[src/rtl/instr_sequencer.sv]
// Fetch/decode/execute sequencer for the 19-bit CPU datapath.
// Walks each instruction through its multi-cycle state sequence and drives the
// datapath strobes. FETCH and OPERAND each last MEM_LAT+1 cycles to cover memory
// read latency. Every strobe is a decode of registered state gated by en; the only
// live input path into the strobes is the ZA/EQ flag test in BRANCH.
module instr_sequencer #(
    parameter int MEM_LAT = 1,
    parameter int CNT_W   = 16
) (
    input  logic             clk,
    input  logic             rst_n,
    input  logic             en,
    input  logic [3:0]       opcode,
    input  logic             za,
    input  logic             eq,
    output logic             load_ir,
    output logic             inc_pc,
    output logic             load_pc,
    output logic             load_a,
    output logic             load_b,
    output logic             load_c,
    output logic             wr_en_dm,
    output logic             sel_a,
    output logic             sel_b,
    output logic             alu_mode,
    output logic             busy,
    output logic             halted,
    output logic             illegal,
    output logic [CNT_W-1:0] retired
);

    localparam logic [2:0] WAIT_LAST = 3'(MEM_LAT);

    localparam logic [3:0] OP_NOP = 4'h0;
    localparam logic [3:0] OP_LDI = 4'h8;
    localparam logic [3:0] OP_ST  = 4'h9;
    localparam logic [3:0] OP_JMP = 4'hA;
    localparam logic [3:0] OP_JZ  = 4'hB;
    localparam logic [3:0] OP_JEQ = 4'hC;
    localparam logic [3:0] OP_HLT = 4'hF;

    typedef enum logic [3:0] {
        S_IDLE, S_FETCH, S_DECODE, S_OPERAND, S_EXEC, S_WB, S_STORE, S_BRANCH, S_HALT
    } state_t;

    // Raw strobe set before gating with en
    typedef struct packed {
        logic load_ir;
        logic inc_pc;
        logic load_pc;
        logic load_a;
        logic load_b;
        logic load_c;
        logic wr_en_dm;
        logic sel_a;
        logic sel_b;
        logic alu_mode;
    } ctl_t;

    state_t     state, state_nxt;
    logic [2:0] wait_cnt, wait_nxt;
    logic [3:0] op_q;        // opcode captured in DECODE; WB and BRANCH need it later
    logic       illegal_q;   // set on leaving DECODE with an undefined opcode
    logic       ill_nxt;
    logic       retire;
    ctl_t       ctl;

    // Next-state, wait counter, retire and raw strobe decode
    always_comb begin
        state_nxt = state;
        wait_nxt  = wait_cnt;
        ill_nxt   = 1'b0;
        retire    = 1'b0;
        ctl       = '0;
        case (state)
            S_IDLE: begin
                state_nxt = S_FETCH;
                wait_nxt  = '0;
            end
            S_FETCH: begin
                if (wait_cnt == WAIT_LAST) begin
                    ctl.load_ir = 1'b1;
                    ctl.inc_pc  = 1'b1;
                    state_nxt   = S_DECODE;
                    wait_nxt    = '0;
                end else begin
                    wait_nxt = wait_cnt + 3'd1;
                end
            end
            S_DECODE: begin
                case (opcode)
                    OP_NOP: begin
                        state_nxt = S_FETCH;
                        retire    = 1'b1;
                    end
                    4'h1, 4'h2, 4'h3, 4'h4, 4'h5, 4'h6, 4'h7: state_nxt = S_OPERAND;
                    OP_LDI:                 state_nxt = S_WB;
                    OP_ST:                  state_nxt = S_STORE;
                    OP_JMP, OP_JZ, OP_JEQ:  state_nxt = S_BRANCH;
                    OP_HLT:                 state_nxt = S_HALT;
                    default: begin
                        ill_nxt   = 1'b1;
                        state_nxt = S_FETCH;
                    end
                endcase
            end
            S_OPERAND: begin
                ctl.sel_a = 1'b1;
                if (wait_cnt == WAIT_LAST) begin
                    ctl.load_a = 1'b1;
                    ctl.load_b = 1'b1;
                    state_nxt  = S_EXEC;
                    wait_nxt   = '0;
                end else begin
                    wait_nxt = wait_cnt + 3'd1;
                end
            end
            S_EXEC: begin
                ctl.alu_mode = 1'b1;
                state_nxt    = S_WB;
            end
            S_WB: begin
                ctl.load_c   = 1'b1;
                ctl.sel_b    = (op_q == OP_LDI);
                ctl.alu_mode = (op_q != OP_LDI);
                retire       = 1'b1;
                state_nxt    = S_FETCH;
            end
            S_STORE: begin
                ctl.sel_a    = 1'b1;
                ctl.wr_en_dm = 1'b1;
                retire       = 1'b1;
                state_nxt    = S_FETCH;
            end
            S_BRANCH: begin
                ctl.sel_a   = 1'b1;
                ctl.load_pc = (op_q == OP_JMP) || ((op_q == OP_JZ) && za) ||
                              ((op_q == OP_JEQ) && eq);
                retire      = 1'b1;
                state_nxt   = S_FETCH;
            end
            S_HALT: state_nxt = S_HALT;
            default: state_nxt = S_IDLE;
        endcase
    end

    // State, wait counter and retire counter advance only on enabled edges
    always_ff @(posedge clk or negedge rst_n) begin
        if (!rst_n) begin
            state     <= S_IDLE;
            wait_cnt  <= '0;
            op_q      <= '0;
            illegal_q <= 1'b0;
            retired   <= '0;
        end else if (en) begin
            state     <= state_nxt;
            wait_cnt  <= wait_nxt;
            illegal_q <= ill_nxt;
            if (state == S_DECODE) op_q <= opcode;
            if (retire) retired <= retired + 1'b1;
        end
    end

    // Strobes are gated by en so a frozen sequencer drives nothing
    assign load_ir  = ctl.load_ir  & en;
    assign inc_pc   = ctl.inc_pc   & en;
    assign load_pc  = ctl.load_pc  & en;
    assign load_a   = ctl.load_a   & en;
    assign load_b   = ctl.load_b   & en;
    assign load_c   = ctl.load_c   & en;
    assign wr_en_dm = ctl.wr_en_dm & en;
    assign sel_a    = ctl.sel_a    & en;
    assign sel_b    = ctl.sel_b    & en;
    assign alu_mode = ctl.alu_mode & en;
    assign illegal  = illegal_q    & en;
    assign halted   = (state == S_HALT);
    assign busy     = (state != S_IDLE) && (state != S_HALT);

endmodule

[config.mk]
export PLATFORM = sky130hd
export DESIGN_NAME = instr_sequencer
export DESIGN_NICKNAME = d
export VERILOG_FILES = /design/src/rtl/instr_sequencer.sv
export SDC_FILE = /design/constraint.sdc
export NUM_CORES = 1
export LEC_CHECK = 0
export ABC_CLOCK_PERIOD_IN_PS = 1750
export BUFFER_PORTS_ARGS = -buffer_cell sky130_fd_sc_hd__buf_2
export CORE_ASPECT_RATIO = 0.7
export CORE_MARGIN = 2
export CORE_UTILIZATION = 47
export CTS_CLUSTER_SIZE = 8
export DETAILED_ROUTE_END_ITERATION = 6
export HOLD_SLACK_MARGIN = 0.03
export PLACE_DENSITY_LB_ADDON = 0.3
export SETUP_SLACK_MARGIN = 0.3
export SYNTH_ARGS = -nofsm -noshare
export SYNTH_HDL_FRONTEND = slang
export SYNTH_SLANG_ARGS = --single-unit
export TNS_END_PERCENT = 100
[constraint.sdc]
create_clock -name clk -period 1.75 [get_ports clk]
set_clock_uncertainty 0.1 [all_clocks]
set_input_delay 0.0875 -clock clk [delete_from_list [all_inputs] [get_ports clk]]
set_output_delay 0.0875 -clock clk [all_outputs]
set_load 0.1 [all_outputs]
==> impl_metrics.json <==
{
  "peakVddDrop_uv": 1510,
  "path_class": "flip-flop to output pin",
  "die_width_um": 72.9,
  "seqCellArea_um2": 718,
  "place.gp.congestion": 0.866,
  "slew-limit-headroom_pct": 56.8,
  "clock.fmax_mhz": 511,
  "violations": "negative setup slack",
  "syn_inst": 156,
  "start_util_pct": 49.3,
  "hold_class": "primary input to flip-flop",
  "crit_buf_inv": 3,
  "portBuffers": 37,
  "max_cap_violations": 0,
  "drive_gt1_share_pct": 63.1,
  "yosys_warnings": 0,
  "post-route-min-period_ps": 1960,
  "grt_overflow_total": 0,
  "tns_ps": -2400,
  "whs_ps": 92.8,
  "worst_slack_ps": -207,
  "setup_violations": 34,
  "diodes": 0,
  "post-place-ws_ps": -44.6,
  "slew_viol_final": 0,
  "path_cells": "or3b_4 > buf_6 > nor3_4 > buf_6 > buf_12",
  "synth.avg_cell_area_um2": 10.0,
  "syn_nets": 166,
  "multi_input_area_um2": 1080,
  "viasPerCell": 6.51,
  "rows": 17,
  "cp.required_ps": 1560,
  "worstMarginPinSlew_ps": 649,
  "crit_arrival_ps": 1770,
  "grt_usage_pct": 31.7,
  "clk_pin_slew_ps": 100,
  "syn_area_um2": 1560,
  "cp_max_fo": 3,
  "dp_hpwl_mm": 3.00,
  "grt_pass1_vias": 1698,
  "ios": 38,
  "drc_errors": 0,
  "cts_buffers": 3,
  "via_count": 1784,
  "dr.first_iter.drc_count": 166,
  "cp_slowest_stage_delay_ps": 410,
  "final_util_pct": 87.4,
  "root_buffer": "clkbuf_8",
  "ys_ff_latch": 28,
  "cts.sinks": 28,
  "synth_area_leader_cell": "dfrtp_1",
  "crit_family": "simple AND/OR/NAND/NOR gates",
  "worst_setup_path_end_kind": "output pin",
  "hold_viol": 0,
  "grt_start_max_net_pins": 29,
  "core_um2": 3170,
  "fin_crit_sh_pct": 112,
  "synth_top_area_share_pct": 44.8,
  "wl_per_cell_um": 23.2,
  "r2r_slack_ps": -210,
  "cpMaxStageDelayCell": "or3b_4",
  "die_area_um2": 3810,
  "routed_wl_mm": 6.35,
  "synth-seq-area-share_pct": 44.8,
  "cellPowerDensity_nw_per_um2": 1540,
  "first_pass_iters": 6,
  "grt_setup_unrepaired": "yes",
  "antenna_found_initial": 0,
  "status": "finished, violations left",
  "grt_pass1_wl_mm": 8.85,
  "fillers": 142,
  "crit_path_start_kind": "flip-flop",
  "ant_nets": 0,
  "fin_nets": 247,
  "area_growth_pct": 77.0,
  "cts_tree": "built",
  "synth_area_leaders": "dfrtp_1, xnor2_1, nand4_1",
  "netlist-cell-type-count": 39,
  "cts_buffer_depth": 2,
  "die_h_um": 52.3,
  "crit_top_cell": "buf_6",
  "h-tree-depth": 1,
  "clk_latency_ps": 280,
  "leakagePower_nw": 1.23
}
-- worst register-to-register path, stage by stage (launching register included) --
cell     delay (ps)
dfrtp_1         450
or3b_4          430
o32ai_4         250
buf_12          200
nand4_1         160
xnor2_1         270
-- kinds of logic (layout without fill, tap and decap cells) --
| group | Yosys count | in the layout | synth area share [%] |
|---|---|---|---|
| mux | 6 | 6 | 4.24 |
| simple gates | 70 | 70 | 25.3 |
| fa+ha+maj | 1 | 1 | 0.800 |
| flops | 28 | 28 | 44.8 |
| xor+xnor | 17 | 17 | 9.52 |
| buf+inv | 15 | 95 | 5.52 |
| compound gates | 19 | 19 | 9.84 |
-- routing by layer --
layer  GRT usage, %  vias to the layer above  routed length, µm
li1               -                      723                  -
met1           40.5                      864               2470
met2           51.1                      153               2990
met3           8.65                       44                500
met4           13.0                        0                393
met5              0                        -                  0
-- state kept, by name, summed over array words and instances (netlist names) --
| register | flops |
|---|---|
| illegal_q | 1 |
| wait_cnt | 3 |
| state | 4 |
| op_q | 4 |
| retired | 16 |
-- Yosys cell counts --
cell type and n:
a21oi_1 3, a22o_1 4, a2bb2oi_1 1, a31o_2 1
a31oi_1 1, and2_1 1, and3_1 6, and4_1 1
buf_4 2, buf_6 3, clkbuf_1 4, dfrtp_1 28
ha_1 1, inv_1 6, mux2_2 5, mux2i_1 1
nand2_1 9, nand2b_1 1, nand3_1 11, nand3b_1 1
nand4_1 11, nand4bb_1 1, nor2_1 9, nor2b_1 2
nor3_1 7, nor3b_1 2, nor4_1 1, o21ai_0 5
o31ai_1 1, o32ai_1 1, o32ai_4 1, o41a_1 1
or2b_2 1, or3_1 2, or3b_1 2, or4_1 1
or4_4 1, xnor2_1 15, xor2_1 2
-- area by class of cell --
| cell class | instances | area share (%) |
|---|---|---|
| clock inverters | 1 | 1.08 |
| repair buffers | 85 | 29.8 |
| well taps | 38 | 1.72 |
| clock buffers | 3 | 1.49 |
| flip-flops and latches | 28 | 25.9 |
| multi-input cells | 113 | 39.2 |
| inverters | 6 | 0.813 |
-- where the power goes --
| group | leakage [nW] | internal (mW) | total, mW | switching [mW] |
|---|---|---|---|---|
| clock | 0.0357 | 0.307 | 0.520 | 0.213 |
| combinational | 0.842 | 1.18 | 2.78 | 1.60 |
| sequential | 0.351 | 0.789 | 0.954 | 0.165 |
-- repair_timing --
item / in CTS / in global routing
setup endpoints to repair: 39 / 40
endpoints found under the hold margin: 28 / 0
buffers inserted: 23 / 5
gates cloned: 1 / 0
pin swaps: 24 / 10
hold buffers: 1 / 0
resized for setup: 46 / 6
-- metrics by stage --
| step | total power [mW] | area [µm²] | std cells |
|---|---|---|---|
| 2_1_floorplan | 2.35 | 1780 | 156 |
| 3_3_place_gp | 2.78 | 2240 | 240 |
| 3_5_place_dp | 2.84 | 2240 | 240 |
| 4_1_cts | 3.97 | 2680 | 269 |
| 5_1_grt | 4.36 | 2770 | 274 |
| 6_report | 4.25 | 2770 | 274 |
-- cell usage in the layout, fill, tap and decap left out, types with 2 or more instances in the layout --
| cell | instances |
|---|---|
| dfrtp_2 | 14 |
| xor2_1 | 2 |
| nand3_2 | 8 |
| nand4_1 | 11 |
| a21oi_1 | 2 |
| a22o_1 | 4 |
| buf_12 | 14 |
| nor3_1 | 2 |
| o21ai_1 | 3 |
| mux2_4 | 5 |
| nor3_4 | 5 |
| dfrtp_1 | 14 |
| buf_6 | 19 |
| buf_4 | 26 |
| clkbuf_8 | 3 |
| buf_2 | 25 |
| xnor2_2 | 3 |
| nand2_1 | 6 |
| nor3b_4 | 2 |
| nand2_2 | 2 |
| nor2_1 | 5 |
| inv_1 | 6 |
| nand3_1 | 2 |
| or3b_4 | 2 |
| xnor2_1 | 12 |
| nor2_4 | 3 |
| and3_1 | 6 |
-- final timing paths --
path                       cells past startpoint          end   startpoint
setup reg to reg                               5   retired[9]     state[3]
max in group asynchronous                      2   retired[6]        rst_n
setup / recovery                               5       inc_pc  wait_cnt[1]
min in group asynchronous                      2     state[3]        rst_n
hold reg to reg                                1  retired[15]  retired[15]
hold / removal                                 3    illegal_q           en
Power figures use the tool's default switching activity.
